File: config.mk
export PLATFORM = sky130hd
export DESIGN_NAME = de_ex_issue_flat
export DESIGN_NICKNAME = d
export VERILOG_FILES = /design/src/rtl/de_ex_issue_pkg.sv /design/src/rtl/de_ex_issue_if.sv /design/src/rtl/de_ex_fwd_mux.sv /design/src/rtl/de_ex_issue.sv /design/src/flat_wrapper.sv
export SDC_FILE = /design/constraint.sdc
export NUM_CORES = 1
export LEC_CHECK = 0
export ABC_AREA = 0
export CAP_MARGIN = 30
export CELL_PAD_IN_SITES_DETAIL_PLACEMENT = 1
export CELL_PAD_IN_SITES_GLOBAL_PLACEMENT = 2
export CORE_MARGIN = 5
export CORE_UTILIZATION = 29
export DETAILED_ROUTE_END_ITERATION = 6
export PLACE_DENSITY = 0.79
export SLEW_MARGIN = 40
export SYNTH_ARGS = -nofsm -noshare
export SYNTH_HDL_FRONTEND = slang
export SYNTH_SLANG_ARGS = --single-unit
File: constraint.sdc
create_clock -name clk -period 10.3 [get_ports clk]
set_input_delay 1.03 -clock clk [delete_from_list [all_inputs] [get_ports clk]]
set_output_delay 1.03 -clock clk [all_outputs]
set_load 0.05 [all_outputs]
File: src/rtl/de_ex_issue_pkg.sv
// Shared types and widths for the decode-to-execute issue stage.
// Operand width and register index width are fixed here.
package de_ex_issue_pkg;

  localparam int unsigned Xlen  = 32;
  localparam int unsigned RegAw = 5;

  localparam logic [RegAw-1:0] RegZero = '0;

  typedef struct packed {
    logic [Xlen-1:0]  s1;
    logic [Xlen-1:0]  s2;
    logic [Xlen-1:0]  uimm;
    logic [Xlen-1:0]  pc;
    logic             uimm_en;
    logic             add_op_en;
    logic             rd_en;
    logic [RegAw-1:0] rd_idx;
  } issue_op_t;

  typedef enum logic [1:0] {
    StEmpty,
    StFull,
    StSkid
  } issue_state_e;

  // A source participates in resolution only if enabled and not x0.
  function automatic logic src_live(input logic en, input logic [RegAw-1:0] idx);
    return en && (idx != RegZero);
  endfunction

endpackage

File: src/rtl/de_ex_issue_if.sv
// Decode, execute and writeback signals seen by the issue stage.
// master: the issue stage itself; slave: the surrounding decode/execute/writeback logic.
interface de_ex_issue_if;
  import de_ex_issue_pkg::*;

  logic             de_valid;
  logic             de_ready;
  logic             de_rs1_en;
  logic             de_rs2_en;
  logic             de_rd_en;
  logic [RegAw-1:0] de_rs1_idx;
  logic [RegAw-1:0] de_rs2_idx;
  logic [RegAw-1:0] de_rd_idx;
  logic [Xlen-1:0]  de_rs1_data;
  logic [Xlen-1:0]  de_rs2_data;
  logic [Xlen-1:0]  de_uimm;
  logic [Xlen-1:0]  de_pc;
  logic             de_uimm_en;
  logic             de_add_op_en;

  logic             ex_valid;
  logic             ex_ready;
  logic [Xlen-1:0]  ex_s1;
  logic [Xlen-1:0]  ex_s2;
  logic [Xlen-1:0]  ex_uimm;
  logic [Xlen-1:0]  ex_pc;
  logic             ex_uimm_en;
  logic             ex_add_op_en;
  logic             ex_rd_en;
  logic [RegAw-1:0] ex_rd_idx;
  logic [Xlen-1:0]  ex_result;

  logic             wb_en;
  logic [RegAw-1:0] wb_idx;
  logic [Xlen-1:0]  wb_data;

  modport master (
    input  de_valid, de_rs1_en, de_rs2_en, de_rd_en, de_rs1_idx, de_rs2_idx, de_rd_idx,
           de_rs1_data, de_rs2_data, de_uimm, de_pc, de_uimm_en, de_add_op_en,
           ex_ready, ex_result, wb_en, wb_idx, wb_data,
    output de_ready, ex_valid, ex_s1, ex_s2, ex_uimm, ex_pc, ex_uimm_en, ex_add_op_en,
           ex_rd_en, ex_rd_idx
  );

  modport slave (
    output de_valid, de_rs1_en, de_rs2_en, de_rd_en, de_rs1_idx, de_rs2_idx, de_rd_idx,
           de_rs1_data, de_rs2_data, de_uimm, de_pc, de_uimm_en, de_add_op_en,
           ex_ready, ex_result, wb_en, wb_idx, wb_data,
    input  de_ready, ex_valid, ex_s1, ex_s2, ex_uimm, ex_pc, ex_uimm_en, ex_add_op_en,
           ex_rd_en, ex_rd_idx
  );

endinterface

File: src/rtl/de_ex_fwd_mux.sv
// Single-source operand resolution: x0/disabled, then execute result, then writeback, then RF.
// Only built when DE_EX_ISSUE_BYPASS_EN is defined.
`ifdef DE_EX_ISSUE_BYPASS_EN
module de_ex_fwd_mux
  import de_ex_issue_pkg::*;
(
  input  logic             src_en,
  input  logic [RegAw-1:0] src_idx,
  input  logic [Xlen-1:0]  rf_data,
  input  logic             ex_hit_en,
  input  logic [RegAw-1:0] ex_rd_idx,
  input  logic [Xlen-1:0]  ex_result,
  input  logic             wb_en,
  input  logic [RegAw-1:0] wb_idx,
  input  logic [Xlen-1:0]  wb_data,
  output logic [Xlen-1:0]  src_data
);

  always_comb begin
    src_data = rf_data;
    if (!src_live(src_en, src_idx)) begin
      src_data = '0;
    end else if (ex_hit_en && (ex_rd_idx == src_idx)) begin
      src_data = ex_result;
    end else if (wb_en && (wb_idx == src_idx)) begin
      src_data = wb_data;
    end
  end

endmodule
`endif

File: src/rtl/de_ex_issue.sv
// Decode-to-execute issue stage: 2-entry skid buffer with operand capture at accept time.
// DE_EX_ISSUE_BYPASS_EN selects forwarding; otherwise dependent ops stall in decode.
module de_ex_issue
  import de_ex_issue_pkg::*;
(
  input logic           clk,
  input logic           rst,
  de_ex_issue_if.master bus
);

  issue_state_e    state_q;
  issue_op_t       out_q;
  issue_op_t       skid_q;
  issue_op_t       new_op;
  logic            ready_q;
  logic            de_ready;
  logic            ex_valid;
  logic            accept;
  logic            fire;
  logic [Xlen-1:0] rs1_val;
  logic [Xlen-1:0] rs2_val;

  assign ex_valid = (state_q != StEmpty);

`ifdef DE_EX_ISSUE_BYPASS_EN
  logic ex_hit_en;
  assign ex_hit_en = ex_valid && out_q.rd_en;

  de_ex_fwd_mux u_fwd_rs1 (
    .src_en    (bus.de_rs1_en),
    .src_idx   (bus.de_rs1_idx),
    .rf_data   (bus.de_rs1_data),
    .ex_hit_en (ex_hit_en),
    .ex_rd_idx (out_q.rd_idx),
    .ex_result (bus.ex_result),
    .wb_en     (bus.wb_en),
    .wb_idx    (bus.wb_idx),
    .wb_data   (bus.wb_data),
    .src_data  (rs1_val)
  );

  de_ex_fwd_mux u_fwd_rs2 (
    .src_en    (bus.de_rs2_en),
    .src_idx   (bus.de_rs2_idx),
    .rf_data   (bus.de_rs2_data),
    .ex_hit_en (ex_hit_en),
    .ex_rd_idx (out_q.rd_idx),
    .ex_result (bus.ex_result),
    .wb_en     (bus.wb_en),
    .wb_idx    (bus.wb_idx),
    .wb_data   (bus.wb_data),
    .src_data  (rs2_val)
  );

  assign de_ready = ready_q;
`else
  logic stall;
  logic unused_fwd;

  function automatic logic rd_hit(input logic valid, input issue_op_t op,
                                  input logic [RegAw-1:0] idx);
    return valid && op.rd_en && (op.rd_idx == idx);
  endfunction

  function automatic logic src_hazard(input logic en, input logic [RegAw-1:0] idx,
                                      input logic out_v, input issue_op_t out_op,
                                      input logic skid_v, input issue_op_t skid_op,
                                      input logic wb_en, input logic [RegAw-1:0] wb_idx);
    return src_live(en, idx) &&
           (rd_hit(out_v, out_op, idx) || rd_hit(skid_v, skid_op, idx) ||
            (wb_en && (wb_idx == idx)));
  endfunction

  // Without forwarding, a pending producer anywhere downstream blocks the consumer.
  always_comb begin
    stall = src_hazard(bus.de_rs1_en, bus.de_rs1_idx, ex_valid, out_q,
                       state_q == StSkid, skid_q, bus.wb_en, bus.wb_idx) ||
            src_hazard(bus.de_rs2_en, bus.de_rs2_idx, ex_valid, out_q,
                       state_q == StSkid, skid_q, bus.wb_en, bus.wb_idx);
  end

  assign rs1_val    = src_live(bus.de_rs1_en, bus.de_rs1_idx) ? bus.de_rs1_data : '0;
  assign rs2_val    = src_live(bus.de_rs2_en, bus.de_rs2_idx) ? bus.de_rs2_data : '0;
  assign de_ready   = ready_q && !stall;
  assign unused_fwd = ^{bus.ex_result, bus.wb_data};
`endif

  assign accept = bus.de_valid && de_ready;
  assign fire   = ex_valid && bus.ex_ready;

  // Execute ORs uimm into S1 and pc into S2, so the unused slot of each pair must be zero.
  always_comb begin
    new_op           = '0;
    new_op.s1        = bus.de_uimm_en   ? '0 : rs1_val;
    new_op.s2        = bus.de_add_op_en ? '0 : rs2_val;
    new_op.uimm      = bus.de_uimm_en   ? bus.de_uimm : '0;
    new_op.pc        = bus.de_add_op_en ? bus.de_pc   : '0;
    new_op.uimm_en   = bus.de_uimm_en;
    new_op.add_op_en = bus.de_add_op_en;
    new_op.rd_en     = bus.de_rd_en;
    new_op.rd_idx    = bus.de_rd_idx;
  end

  always_ff @(posedge clk or posedge rst) begin
    if (rst) begin
      state_q <= StEmpty;
      ready_q <= 1'b0;
      out_q   <= '0;
      skid_q  <= '0;
    end else begin
      ready_q <= 1'b1;
      unique case (state_q)
        StEmpty: begin
          if (accept) begin
            out_q   <= new_op;
            state_q <= StFull;
          end
        end
        StFull: begin
          if (accept && fire) begin
            out_q <= new_op;
          end else if (accept) begin
            skid_q  <= new_op;
            state_q <= StSkid;
            ready_q <= 1'b0;
          end else if (fire) begin
            state_q <= StEmpty;
          end
        end
        StSkid: begin
          if (fire) begin
            out_q   <= skid_q;
            state_q <= StFull;
          end else begin
            ready_q <= 1'b0;
          end
        end
        default: begin
          state_q <= StEmpty;
        end
      endcase
    end
  end

  assign bus.de_ready     = de_ready;
  assign bus.ex_valid     = ex_valid;
  assign bus.ex_s1        = out_q.s1;
  assign bus.ex_s2        = out_q.s2;
  assign bus.ex_uimm      = out_q.uimm;
  assign bus.ex_pc        = out_q.pc;
  assign bus.ex_uimm_en   = out_q.uimm_en;
  assign bus.ex_add_op_en = out_q.add_op_en;
  assign bus.ex_rd_en     = out_q.rd_en;
  assign bus.ex_rd_idx    = out_q.rd_idx;

endmodule
File: src/flat_wrapper.sv
// flat-port wrapper written by rule: the top's interface ports become plain ports
module de_ex_issue_flat import de_ex_issue_pkg::*;
  (clk, rst, bus_de_valid, bus_de_rs1_en, bus_de_rs2_en, bus_de_rd_en, bus_de_rs1_idx, bus_de_rs2_idx, bus_de_rd_idx, bus_de_rs1_data, bus_de_rs2_data, bus_de_uimm, bus_de_pc, bus_de_uimm_en, bus_de_add_op_en, bus_ex_ready, bus_ex_result, bus_wb_en, bus_wb_idx, bus_wb_data, bus_de_ready, bus_ex_valid, bus_ex_s1, bus_ex_s2, bus_ex_uimm, bus_ex_pc, bus_ex_uimm_en, bus_ex_add_op_en, bus_ex_rd_en, bus_ex_rd_idx);
  de_ex_issue_if bus_i ();
  input logic clk;
  input logic rst;
  input wire logic [$bits(bus_i.de_valid)-1:0] bus_de_valid;
  input wire logic [$bits(bus_i.de_rs1_en)-1:0] bus_de_rs1_en;
  input wire logic [$bits(bus_i.de_rs2_en)-1:0] bus_de_rs2_en;
  input wire logic [$bits(bus_i.de_rd_en)-1:0] bus_de_rd_en;
  input wire logic [$bits(bus_i.de_rs1_idx)-1:0] bus_de_rs1_idx;
  input wire logic [$bits(bus_i.de_rs2_idx)-1:0] bus_de_rs2_idx;
  input wire logic [$bits(bus_i.de_rd_idx)-1:0] bus_de_rd_idx;
  input wire logic [$bits(bus_i.de_rs1_data)-1:0] bus_de_rs1_data;
  input wire logic [$bits(bus_i.de_rs2_data)-1:0] bus_de_rs2_data;
  input wire logic [$bits(bus_i.de_uimm)-1:0] bus_de_uimm;
  input wire logic [$bits(bus_i.de_pc)-1:0] bus_de_pc;
  input wire logic [$bits(bus_i.de_uimm_en)-1:0] bus_de_uimm_en;
  input wire logic [$bits(bus_i.de_add_op_en)-1:0] bus_de_add_op_en;
  input wire logic [$bits(bus_i.ex_ready)-1:0] bus_ex_ready;
  input wire logic [$bits(bus_i.ex_result)-1:0] bus_ex_result;
  input wire logic [$bits(bus_i.wb_en)-1:0] bus_wb_en;
  input wire logic [$bits(bus_i.wb_idx)-1:0] bus_wb_idx;
  input wire logic [$bits(bus_i.wb_data)-1:0] bus_wb_data;
  output wire logic [$bits(bus_i.de_ready)-1:0] bus_de_ready;
  output wire logic [$bits(bus_i.ex_valid)-1:0] bus_ex_valid;
  output wire logic [$bits(bus_i.ex_s1)-1:0] bus_ex_s1;
  output wire logic [$bits(bus_i.ex_s2)-1:0] bus_ex_s2;
  output wire logic [$bits(bus_i.ex_uimm)-1:0] bus_ex_uimm;
  output wire logic [$bits(bus_i.ex_pc)-1:0] bus_ex_pc;
  output wire logic [$bits(bus_i.ex_uimm_en)-1:0] bus_ex_uimm_en;
  output wire logic [$bits(bus_i.ex_add_op_en)-1:0] bus_ex_add_op_en;
  output wire logic [$bits(bus_i.ex_rd_en)-1:0] bus_ex_rd_en;
  output wire logic [$bits(bus_i.ex_rd_idx)-1:0] bus_ex_rd_idx;
  assign bus_i.de_valid = bus_de_valid;
  assign bus_i.de_rs1_en = bus_de_rs1_en;
  assign bus_i.de_rs2_en = bus_de_rs2_en;
  assign bus_i.de_rd_en = bus_de_rd_en;
  assign bus_i.de_rs1_idx = bus_de_rs1_idx;
  assign bus_i.de_rs2_idx = bus_de_rs2_idx;
  assign bus_i.de_rd_idx = bus_de_rd_idx;
  assign bus_i.de_rs1_data = bus_de_rs1_data;
  assign bus_i.de_rs2_data = bus_de_rs2_data;
  assign bus_i.de_uimm = bus_de_uimm;
  assign bus_i.de_pc = bus_de_pc;
  assign bus_i.de_uimm_en = bus_de_uimm_en;
  assign bus_i.de_add_op_en = bus_de_add_op_en;
  assign bus_i.ex_ready = bus_ex_ready;
  assign bus_i.ex_result = bus_ex_result;
  assign bus_i.wb_en = bus_wb_en;
  assign bus_i.wb_idx = bus_wb_idx;
  assign bus_i.wb_data = bus_wb_data;
  assign bus_de_ready = bus_i.de_ready;
  assign bus_ex_valid = bus_i.ex_valid;
  assign bus_ex_s1 = bus_i.ex_s1;
  assign bus_ex_s2 = bus_i.ex_s2;
  assign bus_ex_uimm = bus_i.ex_uimm;
  assign bus_ex_pc = bus_i.ex_pc;
  assign bus_ex_uimm_en = bus_i.ex_uimm_en;
  assign bus_ex_add_op_en = bus_i.ex_add_op_en;
  assign bus_ex_rd_en = bus_i.ex_rd_en;
  assign bus_ex_rd_idx = bus_i.ex_rd_idx;
  de_ex_issue u_core (.clk(clk), .rst(rst), .bus(bus_i));
endmodule
==> results.sh <==
export IMPL_min_path_cells=2
export IMPL_die_w_um=216
export IMPL_post_cts_buffers=0
export IMPL_worstPathRequired_ns=9.27
export IMPL_cp_common_cell="clkdlybuf4s50_1"
export IMPL_ctsHtreeMaxLevel=2
export IMPL_ant_nets=0
export IMPL_end_kind="output port"
export IMPL_grt_first_pass_wirelength_um=59600
export IMPL_drc_errors=0
export IMPL_via_per_inst=4.71
export IMPL_ys_warn_count=0
export IMPL_cts_repair_resized=0
export IMPL_dieArea_mm2=0.0469
export IMPL_antenna_found_initial=7
export IMPL_ys_seq_elements=275
export IMPL_path_clk_slew_ns=0.05
export IMPL_post_route_period_util_pct=47.8
export IMPL_hold_violations=0
export IMPL_grt_pass1_vias=10500
export IMPL_dr_pass1_iters=4
export IMPL_rsz0062_at_grt="no"
export IMPL_seq_area_frac_synth_pct=55.7
export IMPL_cp_slowest_stage_delay_ns=0.90
export IMPL_grt_ovfl_total=0
export IMPL_fp_row_count=75
export IMPL_die_h_um=216
export IMPL_rrSetupSlack_ns=6.12
export IMPL_synth_edf_count=0
export IMPL_slew_headroom_pct=45.7
export IMPL_cts_buffer_depth=3
export IMPL_clock_latency_ns=0.52
export IMPL_synthArstFlopShare_pct=100
export IMPL_grt_max_degree=125
export IMPL_fmax_ghz=0.203
export IMPL_status="complete, no violations"
export IMPL_synth_area_mm2=0.0124
export IMPL_wl_per_cell_um=17.8
export IMPL_initial_core_util_pct=29.4
export IMPL_worst_path_buf_inv=2
export IMPL_io_pins=360
export IMPL_postSynthAreaPerCell_um2=9.94
export IMPL_min_period_ns=4.92
export IMPL_path_delay_family="buffers and inverters"
export IMPL_crit_path_max_fanout=6
export IMPL_route_vias_total=9741
export IMPL_cts_buffers_inserted=35
export IMPL_nets=1728
export IMPL_finClkSkew_ns=0.0199
export IMPL_final_cell_mix="nand2_1, clkdlybuf4s50_1, dfrtp_1, o21ai_0, mux2_2"
export IMPL_path_class="input port to output port"
export IMPL_syn2layout_area_growth_pct=36.8
export IMPL_crit_arrival_ns=3.89
export IMPL_gp_congestion=0.751
export IMPL_power_mw=5.59
export IMPL_dr_first_iter_drc_count=391
export IMPL_leakage_nw=7.24
export IMPL_hp_class="flop to flop"
export IMPL_cp_start_kind="input port"
export IMPL_power_density_mw_per_mm2=331
export IMPL_worstMarginPinSlew_ns=0.814
export IMPL_final_common_cell="nand2_1"
export IMPL_slew_violations=0
export IMPL_synth_distinct_cells=35
export IMPL_path_depth=6
export IMPL_fill_cells=4671
export IMPL_drive_gt1_share_pct=11.9
export IMPL_ctsHoldBuffers=0
export IMPL_clock_sinks=275
export IMPL_port_buffers=295
export IMPL_reg2regPathDepth=11
export IMPL_worst_path_max_delay_cell="clkdlybuf4s50_1"
export IMPL_path_cells="clkdlybuf4s50_1 > or4_1 > o21ai_0 > a31oi_1 > a211oi_1 > clkdlybuf4s50_1"
export IMPL_cts_tree="built"
export IMPL_ys_flop_type="dfrtp_1"
export IMPL_irDropWorstVdd_mv=0.186
export IMPL_dp_hpwl_um=24000
export IMPL_setup_viol=0
export IMPL_syn_num_nets=1470
export IMPL_core_mm2=0.0420
export IMPL_routed_wl_um=36800
export IMPL_syn_inst=1244
export IMPL_setup_tns_ns=0
export IMPL_maxCapViolCount=0
export IMPL_cts_root_buffer_cell="clkbuf_16"
export IMPL_grt_util_all_layers_pct=15.6
[logic make-up (layout without fill, tap and decap cells)]
family                     Yosys count  after routing  synth area share (%)
buffers and inverters               98            377                  3.71
DFF                                275            275                  55.7
and+or+nand+nor                    409            409                  12.8
xor gates and xnor gates            30             30                  2.13
AOI/OAI and AO/OA                  278            278                  11.6
other                                0              4                     0
adders and majority gates            4              4                 0.405
muxes                              150            150                  13.7
[worst register-to-register path: cells and delay by family, from the launching register on]
kind	cells	cell delay, ns
flops	1	0.43
compound gates	2	0.74
simple gates	3	0.81
buf+inv	5	1.74
fa+ha+maj	1	0.28
[sequential cells by signal (all words and copies together) (netlist names)]
signal	count
u_core.skid_q	136
u_core.bus.ex_s1	32
u_core.ready_q	1
u_core.bus.ex_rd_idx	5
u_core.bus.ex_add_op_en	1
u_core.bus.ex_s2	32
u_core.state_q	2
u_core.bus.ex_uimm_en	1
u_core.bus.ex_pc	32
u_core.bus.ex_rd_en	1
u_core.bus.ex_uimm	32
[power breakdown]
part           internal [mW]  switching [mW]
combinational          0.982            1.65
clock                  0.699           0.465
sequential              1.54           0.256
total                   3.22            2.38
[path summary, 6_finish.rpt]
kind,start,endpoint
min in group asynchronous,rst,u_core.bus.ex_pc[6]
max in group asynchronous,rst,u_core.bus.ex_uimm[22]
hold / removal,u_core.skid_q[94],u_core.skid_q[94]
setup / recovery,bus_de_rs2_idx[3],bus_de_ready
setup reg to reg,u_core.state_q[0],u_core.skid_q[76]
hold reg to reg,u_core.skid_q[94],u_core.skid_q[94]
[stage by stage]
step	instance area, um2	setup WS (ns)	util, %	instances	hold slack (ns)
CTS	16900	5.29	40.1	2061	0.482
finish	16900	5.38	40.2	2066	0.478
floorplan	12400	1.69	-	1244	0.450
detailed placement	15800	4.93	37.6	2003	0.470
global placement	15700	4.67	37.4	2000	0.461
global route	16900	5.15	40.2	2064	0.503
[cell type report]
| type | instances | area (um2) | area share, % |
|---|---|---|---|
| diodes | 4 | 10.0 | 0.0592 |
| flip-flops and latches | 275 | 6880 | 40.7 |
| clock buffers | 51 | 1010 | 5.95 |
| clock inverters | 7 | 70.1 | 0.414 |
| inverters | 9 | 46.3 | 0.274 |
| multi-input cells | 871 | 5060 | 29.9 |
| repair buffers | 310 | 3170 | 18.7 |
| well taps | 539 | 674 | 3.99 |
[synth_stat cells, types with 5 or more instances]
cell      instances  area, um2
dfrtp_1         275       6880
mux2_1           40        450
xnor2_1          16        140
buf_6             5       56.3
o21ai_0         258       1290
nand2_1         388       1460
inv_1             9       33.8
buf_4            10       75.1
mux2_2          110       1240
buf_2            13       65.1
clkbuf_1         60        225
xor2_1           14        123
[per-layer routing]
| layer | wire length [um] | share of wire [%] | track usage [%] | up-vias |
|---|---|---|---|---|
| li1 | - | - | - | 4684 |
| met1 | 16300 | 44 | 20.3 | 4801 |
| met2 | 17400 | 47 | 25.4 | 201 |
| met3 | 2380 | 6.5 | 4.48 | 49 |
| met4 | 720 | 2.0 | 4.85 | 6 |
| met5 | 34 | 0.092 | 0 | - |
Note: power is estimated with default switching activity, not from simulation.
